<file path="src/rtl/hero_write_rx.sv">
`default_nettype none
// ============================================================================
// Module      : hero_write_rx
// Description : Receive stage for the hero write bus. Qualifies one
//               hero_write_t beat per clock, groups beats into transactions
//               (VALID* ... DONE) and buffers them in a first-word
//               fall-through FIFO presented on a valid/ready interface.
//               The hero bus cannot be stalled, so overflow and protocol
//               violations are absorbed here and reported as sticky errors.
// Ports       : clk, rst (async, active-high)
//               i_hero      {cycle_type[1:0], wdat[35:0], sub[6:0], clk_en}
//               o_vld/i_rdy head entry handshake (pop = o_vld & i_rdy)
//               o_wdat, o_sub, o_beat_idx, o_last, o_trunc  head fields
//               o_fill      FIFO occupancy
//               o_err_ovf, o_err_proto  sticky errors, cleared by i_err_clr
// Revision    : 1.0  initial release
// ============================================================================
module hero_write_rx #(
    parameter int DEPTH     = 8,
    parameter int MAX_BEATS = 16
) (
    input  wire logic                           clk,
    input  wire logic                           rst,
    input  wire logic [45:0]                    i_hero,
    output logic                                o_vld,
    input  wire logic                           i_rdy,
    output logic [35:0]                         o_wdat,
    output logic [6:0]                          o_sub,
    output logic [$clog2(MAX_BEATS)-1:0]        o_beat_idx,
    output logic                                o_last,
    output logic                                o_trunc,
    output logic [$clog2(DEPTH+1)-1:0]          o_fill,
    output logic                                o_err_ovf,
    output logic                                o_err_proto,
    input  wire logic                           i_err_clr
);

    localparam int c_IW = $clog2(MAX_BEATS);
    localparam int c_FW = $clog2(DEPTH+1);
    localparam int c_PW = $clog2(DEPTH);
    localparam int c_EW = 36 + 7 + c_IW + 2;

    localparam logic [1:0]      c_CT_VALID = 2'd1;
    localparam logic [1:0]      c_CT_DONE  = 2'd2;
    localparam logic [1:0]      c_CT_BAD   = 2'd3;
    localparam logic [c_FW:0]   c_DEPTH_W  = (c_FW+1)'(DEPTH);
    localparam logic [c_FW:0]   c_FREE_ONE = (c_FW+1)'(1);
    localparam logic [c_IW-1:0] c_LAST_IDX = c_IW'(MAX_BEATS-1);

    typedef enum logic [1:0] {
        S_IDLE = 2'd0,
        S_OPEN = 2'd1,
        S_DROP = 2'd2
    } state_t;

    state_t            r_state_q, r_state_d;
    logic [c_IW-1:0]   r_cnt_q,   r_cnt_d;
    logic [c_PW-1:0]   r_wptr_q,  r_wptr_d;
    logic [c_PW-1:0]   r_rptr_q,  r_rptr_d;
    logic [c_FW-1:0]   r_fill_q,  r_fill_d;
    logic              r_ovf_q,   r_ovf_d;
    logic              r_proto_q, r_proto_d;
    logic [c_EW-1:0]   r_mem_q [DEPTH];

    logic [1:0]        w_ct;
    logic [35:0]       w_wdat;
    logic [6:0]        w_sub;
    logic              w_en;
    logic              w_beat_v, w_beat_d, w_illegal;
    logic              w_pop;
    logic [c_FW:0]     w_free;
    logic              w_push, w_push_last, w_push_trunc;
    logic [c_IW-1:0]   w_push_idx;
    logic              w_set_ovf, w_set_proto;
    logic [c_EW-1:0]   w_entry, w_head;

    assign w_ct      = i_hero[45:44];
    assign w_wdat    = i_hero[43:8];
    assign w_sub     = i_hero[7:1];
    assign w_en      = i_hero[0];
    assign w_beat_v  = w_en & (w_ct == c_CT_VALID);
    assign w_beat_d  = w_en & (w_ct == c_CT_DONE);
    assign w_illegal = w_en & (w_ct == c_CT_BAD);

    assign o_vld  = (r_fill_q != '0);
    assign w_pop  = o_vld & i_rdy;
    // Slots available to this cycle's push, counting the same-cycle pop.
    assign w_free = c_DEPTH_W - {1'b0, r_fill_q} + {{c_FW{1'b0}}, w_pop};

    // Transaction framing FSM
    always_comb begin
        r_state_d    = r_state_q;
        r_cnt_d      = r_cnt_q;
        w_push       = 1'b0;
        w_push_idx   = '0;
        w_push_last  = 1'b0;
        w_push_trunc = 1'b0;
        w_set_ovf    = 1'b0;
        w_set_proto  = w_illegal;
        case (r_state_q)
            S_IDLE: begin
                if (w_beat_v || w_beat_d) begin
                    if (w_free == '0) begin
                        w_set_ovf = 1'b1;
                        if (w_beat_v) r_state_d = S_DROP;
                    end else if (w_beat_d) begin
                        w_push      = 1'b1;
                        w_push_last = 1'b1;
                    end else if (w_free == c_FREE_ONE) begin
                        // Only one slot left: the transaction ends here.
                        w_push       = 1'b1;
                        w_push_last  = 1'b1;
                        w_push_trunc = 1'b1;
                        w_set_ovf    = 1'b1;
                        r_state_d    = S_DROP;
                    end else begin
                        w_push    = 1'b1;
                        r_state_d = S_OPEN;
                        r_cnt_d   = c_IW'(1);
                    end
                end
            end
            S_OPEN: begin
                // Every non-last push leaves a slot, so free >= 1 here.
                if (w_beat_d) begin
                    w_push      = 1'b1;
                    w_push_idx  = r_cnt_q;
                    w_push_last = 1'b1;
                    r_state_d   = S_IDLE;
                    r_cnt_d     = '0;
                end else if (w_beat_v) begin
                    w_push     = 1'b1;
                    w_push_idx = r_cnt_q;
                    if ((r_cnt_q == c_LAST_IDX) || (w_free == c_FREE_ONE)) begin
                        w_push_last  = 1'b1;
                        w_push_trunc = 1'b1;
                        w_set_proto  = (r_cnt_q == c_LAST_IDX);
                        w_set_ovf    = (w_free == c_FREE_ONE);
                        r_state_d    = S_DROP;
                        r_cnt_d      = '0;
                    end else begin
                        r_cnt_d = r_cnt_q + c_IW'(1);
                    end
                end
            end
            S_DROP: begin
                if (w_beat_d) r_state_d = S_IDLE;
            end
            default: begin
                r_state_d = S_IDLE;
                r_cnt_d   = '0;
            end
        endcase
    end

    // FIFO bookkeeping and sticky errors (set wins over clear)
    always_comb begin
        r_wptr_d  = r_wptr_q + (w_push ? c_PW'(1) : c_PW'(0));
        r_rptr_d  = r_rptr_q + (w_pop  ? c_PW'(1) : c_PW'(0));
        r_fill_d  = r_fill_q + c_FW'(w_push) - c_FW'(w_pop);
        r_ovf_d   = w_set_ovf   ? 1'b1 : (i_err_clr ? 1'b0 : r_ovf_q);
        r_proto_d = w_set_proto ? 1'b1 : (i_err_clr ? 1'b0 : r_proto_q);
    end

    always_ff @(posedge clk or posedge rst) begin
        if (rst) begin
            r_state_q <= S_IDLE;
            r_cnt_q   <= '0;
            r_wptr_q  <= '0;
            r_rptr_q  <= '0;
            r_fill_q  <= '0;
            r_ovf_q   <= 1'b0;
            r_proto_q <= 1'b0;
        end else begin
            r_state_q <= r_state_d;
            r_cnt_q   <= r_cnt_d;
            r_wptr_q  <= r_wptr_d;
            r_rptr_q  <= r_rptr_d;
            r_fill_q  <= r_fill_d;
            r_ovf_q   <= r_ovf_d;
            r_proto_q <= r_proto_d;
        end
    end

    // Storage needs no reset: entries are only visible while counted in fill.
    assign w_entry = {w_wdat, w_sub, w_push_idx, w_push_last, w_push_trunc};

    always_ff @(posedge clk) begin
        if (w_push) r_mem_q[r_wptr_q] <= w_entry;
    end

    assign w_head = o_vld ? r_mem_q[r_rptr_q] : '0;

    assign o_wdat      = w_head[c_EW-1 -: 36];
    assign o_sub       = w_head[c_IW+8 -: 7];
    assign o_beat_idx  = w_head[c_IW+1 : 2];
    assign o_last      = w_head[1];
    assign o_trunc     = w_head[0];
    assign o_fill      = r_fill_q;
    assign o_err_ovf   = r_ovf_q;
    assign o_err_proto = r_proto_q;

endmodule
`default_nettype wire

</file>
<file path="config.mk">
export PLATFORM = sky130hd
export DESIGN_NAME = hero_write_rx
export DESIGN_NICKNAME = d
export VERILOG_FILES = /design/src/rtl/hero_write_rx.sv
export SDC_FILE = /design/constraint.sdc
export NUM_CORES = 1
export LEC_CHECK = 0
export CAP_MARGIN = 15
export CORE_MARGIN = 3
export CORE_UTILIZATION = 53
export DETAILED_ROUTE_END_ITERATION = 7
export PLACE_DENSITY = 0.82
export SYNTH_ARGS = -nofsm -noshare
export SYNTH_HDL_FRONTEND = slang
export SYNTH_SLANG_ARGS = --single-unit
</file>
<file path="constraint.sdc">
create_clock -name clk -period 5.6 [get_ports clk]
set_input_delay 1.12 -clock clk [delete_from_list [all_inputs] [get_ports clk]]
set_output_delay 1.12 -clock clk [all_outputs]
set_load 0.02 [all_outputs]
</file>
==> impl_metrics.ini, run 1 <==
[status]
outcome = finished, final reports clean

[sta]
slew_headroom_pct = 26.8
clock_skew_ns = 0.0186
tightest_slew_ns = 1.10
min_period_ns = 4.50
setup_ws_ns = 1.10
timing.hold.ws_ns = 0.537
hold_violations = 0
rsz0062_at_grt = false
finalSetupTns_ns = 0
fin_crit_sh_pct = 80.4
max_freq_mhz = 222
setup-violations-final = 0
slew_violations = 0

[floorplanning]
pin_count = 106
fp.coreArea_sq_um = 29900
row_count = 63
die_h_um = 181
die_x_um = 181
die-area_sq_um = 32600
initial_utilization_pct = 54.1

[logic_synthesis]
synth_flop_cell = edfxtp_1
synth_top_area_share_pct = 72.9
synth-async-reset-ratio_pct = 4.39
seq_area_frac_synth_pct = 75.6
ys_seq_elements = 410
synthCells = 769
synth_area_leaders = edfxtp_1, mux4_2, mux2i_1, dfrtp_1, nor2_1
synth.largest_area_cell = edfxtp_1
synth_nets = 834
synth.distinct_cells = 50
synth-edff-count = 392
netlist_area_sq_um = 16200
yosysWarnings = 0
synth.avg_cell_area_sq_um = 21.0

[final_layout]
final_cells = 1316
syn_to_final_growth_pct = 17.7
antenna_cells = 0
fin_area_sq_um = 19000
nNetsFinal = 963
drive_above_1_share_pct = 20.7
fin_util_pct = 63.6

[cts]
cts_sinks = 410
cts_tree = yes
ctsHtreeMaxLevel = 2
cts_hold_buf = 0
cts-root-buf = clkbuf_16
cts.repair.resized = 0
clkTransAtPathRegs_ns = 0.06
clock_latency_ns = 0.52
ctsLongestPathBuffers = 3
numCtsBuffers = 39
cts_setup_buffers = 0

[critical_path]
required_ns = 4.48
cp_max_fo = 37
cp-start-kind = register
arrival_ns = 3.38
cp-end-kind = primary output
crit_type = reg -> out

[detailed_routing]
wl_per_cell_um = 24.4
dr.first_iter.drc_count = 750
ant_nets = 0
drtPass1Iterations = 4
wirelength_um = 32100
num_vias = 7907
drc = 0
routed_via_density = 6.01

[power_and_ir_drop]
powerDensity_nw_per_um2 = 529
p_switching_mw = 3.13
seq_power_share_pct = 41.3
ir_worst_vdd_v = 0.000341
switching_share_pct = 31.1
p_int_mw = 6.94
p_comb_share_pct = 33.1
clockPowerShare_pct = 25.6
p_leak_nw = 6.31
total_power_mw = 10.1

[placement]
port_buffers = 105
place_area_sq_um = 17800
gp_congestion = 0.781
placedCellCount = 1247
post-place-ws_ns = 1.07
hpwl_um = 18800

[global_route]
grt_use_total_pct = 20.1
antenna_found_initial = 0
grt_max_degree = 76
grt_overflow = 0
grt_pass1_vias = 8318
grt_first_pass_wirelength_um = 50300

[worst_hold_path]
hold_class = reg -> reg

[job]
cap_violations = 0
## kinds of logic (layout without fill, tap and decap cells)
kind of cell             count (synthesis)  in the layout  synth area share [%]
AND/OR/NAND/NOR                         99             99                  2.83
flip-flops                             410            410                  75.6
XOR/XNOR                                 6              6                 0.325
multiplexers                           147            147                  16.7
AO/OA/AOI/OAI                           35             35                  1.67
buffers and inverters                   57            214                  1.62
adder cells (fa/ha/maj)                 15             15                  1.21
## layer usage
layer | GRT usage, % | wire length, um
met3 | 3.49 | 2170
met5 | 0 | 0
met2 | 33.3 | 16400
met4 | 5.68 | 762
met1 | 28.1 | 12800
## power by group through the flow
stage	combinational, mW	clock, mW	sequential [mW]
floorplan	2.35	0	3.90
global placement	3.29	0	4.21
detailed placement	3.34	0	4.23
CTS	3.38	2.63	4.18
global route	3.57	2.73	4.22
finish	3.33	2.58	4.16
## cells in the mapped netlist, types with 3 or more instances
cell type  count
o31ai_1        3
o21ai_0        5
dfrtp_1       18
nand3_1        6
edfxtp_1     392
clkbuf_1      18
nand2_1        7
mux2i_1       49
mux4_2        98
nor2_1        62
and2_1         5
xor2_1         5
inv_1         21
buf_2         14
ha_1          14
buf_6          4
## worst paths after layout
check | startpoint | depth (start not counted) | slack, ns | endpoint
setup reg to reg | o_fill[2]$_DFF_PP0_ | 14 | 1.58 | r_mem_q[1][15]$_DFFE_PP_
max in group asynchronous | rst | 2 | 4.01 | r_rptr_q[2]$_DFF_PP0_
setup / recovery | r_rptr_q[0]$_DFF_PP0_ | 5 | 1.10 | o_beat_idx[1]
min in group asynchronous | rst | 2 | 1.03 | r_state_q[1]$_DFFE_PP0P_
hold reg to reg | o_err_ovf$_DFFE_PP0P_ | 2 | 0.54 | o_err_ovf$_DFFE_PP0P_
hold / removal | o_err_ovf$_DFFE_PP0P_ | 2 | 0.54 | o_err_ovf$_DFFE_PP0P_
## sequential cells by signal, indices dropped and copies added (netlist names)
register     count
o_err_ovf        1
o_err_proto      1
o_fill           4
r_cnt_q          4
r_mem_q        392
r_rptr_q         3
r_state_q        2
r_wptr_q         3
## cell usage in the layout, fill, tap and decap left out, types with 3 or more instances in the layout
cell type	n
and2_1	4
buf_4	17
bufinv_16	5
clkbuf_1	9
clkbuf_16	39
clkdlybuf4s50_1	105
clkinv_1	8
clkinv_2	4
dfrtp_1	15
dfrtp_4	3
edfxtp_1	392
ha_1	14
inv_1	21
mux2i_1	49
mux4_2	98
nand2_1	7
nand3_1	6
nor2_1	56
nor2_4	6
o21ai_0	5
o31ai_1	3
xor2_1	5
## final cells by class
class | count | area (sq um)
Sequential cell | 410 | 12200
Timing Repair Buffer | 124 | 1220
Tap cell | 390 | 488
Fill cell | 1926 | 10900
Inverter | 21 | 78.8
Clock inverter | 20 | 225
Clock buffer | 49 | 1020
Multi-Input combinational cell | 302 | 3740
## critical path: stages, from the launching register on
cell	delay, ns
dfrtp_4	0.92
buf_4	0.42
mux4_2	0.59
mux2i_1	0.27
nor2_1	0.08
clkdlybuf4s50_1	0.57
Power figures use the tool's default switching activity.
==> inputs of run 2 (changes only) <==
==> constraint.sdc (replaced) <==
create_clock -name clk -period 4.1 [get_ports clk]
set_input_delay 0.82 -clock clk [delete_from_list [all_inputs] [get_ports clk]]
set_output_delay 0.82 -clock clk [all_outputs]
set_load 0.02 [all_outputs]
==> run 2 against run 1 <==
Worst hold slack better by 0.0044 ns. Power is 38% higher. Wire length is 3.5% higher. First-iteration DRC count is 9.2% lower. Critical path type unchanged.
==> impl_metrics.ini, run 2 (synthesized netlist as in run 1, its figures left out) <==
[placement]
hpwl_um = 17500
placedCellCount = 1249
gp_congestion = 0.810
port_buffers = 105

[cts]
clock_latency_ns = 0.53
cts_tree = yes
ctsLongestPathBuffers = 3
cts.repair.resized = 0
cts-root-buf = clkbuf_16
cts_hold_buf = 0
cts_sinks = 410
ctsHtreeMaxLevel = 2
numCtsBuffers = 39
cts_setup_buffers = 0
clkTransAtPathRegs_ns = 0.06

[critical_path]
critical-path-slowest-cell = dfrtp_4
cpPeakStageDelay_ns = 0.78
r2r_setup_slack_ns = 0.52
cp-start-kind = register
required_ns = 3.28
critical_path_depth = 5
rr_endpoint = o_fill[2]$_DFF_PP0_
cp_top_family = buffers and inverters
path_cells = buf_12, mux4_2, mux2i_1, nor2_1, clkdlybuf4s50_1
cp-end-kind = primary output
crit_end = o_wdat[30]
cp_max_fo = 31
r2r-start = o_fill[2]$_DFF_PP0_
r2r_cells = 18
crit_type = reg -> out
arrival_ns = 2.94
startpoint = r_rptr_q[1]$_DFF_PP0_
critPathBufInv = 2

[floorplanning]
die-area_sq_um = 32600
pin_count = 106
initial_utilization_pct = 54.1
fp.coreArea_sq_um = 29900
row_count = 63
die_h_um = 181
die_x_um = 181

[sta]
slew_violations = 0
hold_violations = 0
max_freq_mhz = 266
finalSetupTns_ns = 0
fin_crit_sh_pct = 91.7
tightest_slew_ns = 0.867
timing.hold.ws_ns = 0.541
slew_headroom_pct = 42.1
rsz0062_at_grt = false
min_period_ns = 3.76
setup-violations-final = 0
clock_skew_ns = 0.0162

[worst_hold_path]
hold_class = reg -> reg

[power_and_ir_drop]
total_power_mw = 13.9
ir_worst_vdd_v = 0.000534
powerDensity_nw_per_um2 = 725
p_leak_nw = 6.38

[final_layout]
final_common_cell = edfxtp_1
largest_reg_flops = 392
antenna_cells = 0
drive_above_1_share_pct = 21.6
syn_to_final_growth_pct = 18.8
nNetsFinal = 965
final_cell_mix = edfxtp_1, clkdlybuf4s50_1, mux4_2
largest-register = r_mem_q
final_cells = 1320

[global_route]
grt_pass1_vias = 8203
grt_max_degree = 50
grt_first_pass_wirelength_um = 50600
grt_use_total_pct = 20.5
grt_overflow = 0
antenna_found_initial = 1

[detailed_routing]
wl_per_cell_um = 25.2
dr.first_iter.drc_count = 681
drc = 0
ant_nets = 0
drtPass1Iterations = 5
num_vias = 7773
wirelength_um = 33200
routed_via_density = 5.89

[job]
cap_violations = 0

[status]
outcome = finished, final reports clean
==> run 2: changes by cell type in the layout (fill, tap and decap cells not counted), sizes merged <==
| cell | change |
|---|---|
| clkbuf | -6 |
| buf | +2 |
| clkinv | +8 |
==> run 2: worst min path at each step <==
stage	endpoint	from	cells past startpoint	slack (ns)
floorplan	r_rptr_q[1]$_DFF_PP0_	r_rptr_q[1]$_DFF_PP0_	1	0.47
global placement	o_err_proto$_DFFE_PP0P_	o_err_proto$_DFFE_PP0P_	2	0.53
detailed placement	o_err_proto$_DFFE_PP0P_	o_err_proto$_DFFE_PP0P_	2	0.54
CTS	o_err_proto$_DFFE_PP0P_	o_err_proto$_DFFE_PP0P_	2	0.54
global route	r_wptr_q[0]$_DFF_PP0_	r_wptr_q[0]$_DFF_PP0_	1	0.58
finish	o_err_proto$_DFFE_PP0P_	o_err_proto$_DFFE_PP0P_	2	0.54
==> run 2: power breakdown <==
group	leakage (nW)	total [mW]	switching (mW)	internal [mW]
sequential	3.76	5.46	0.372	5.08
combinational	1.99	4.91	2.53	2.38
clock	0.629	3.55	1.45	2.10
==> run 2: final cells by class <==
type                    instances  area, sq um
clock buffers                  43         1010
fillers                      1915        10700
multi-input cells             302         3740
repair buffers                126         1370
clock inverters                28          268
inverters                      21         78.8
flip-flops and latches        410        12200
well taps                     390          488
==> run 2: per-stage QoR <==
step | instance area (sq um) | setup slack, ns | util [%]
after floorplan | 16200 | -0.0247 | -
after global placement | 17900 | 0.314 | 60.0
after detailed placement | 17900 | 0.191 | 60.0
after CTS | 19200 | 0.327 | 64.3
after global routing | 19200 | 0.250 | 64.3
final | 19200 | 0.340 | 64.3
==> run 2: per-layer routing <==
metal / vias to the layer above / wire length [um] / GRT usage, %
li1: 3402 / - / -
met1: 4004 / 12900 / 27.0
met2: 292 / 17200 / 34.5
met3: 73 / 1880 / 3.98
met4: 2 / 1210 / 7.77
met5: - / 12 / 0
==> run 2: tightest hold or removal path: stages, from the launching register on <==
cell and delay (ns):
dfrtp_1 0.38, inv_1 0.05, o22ai_1 0.07
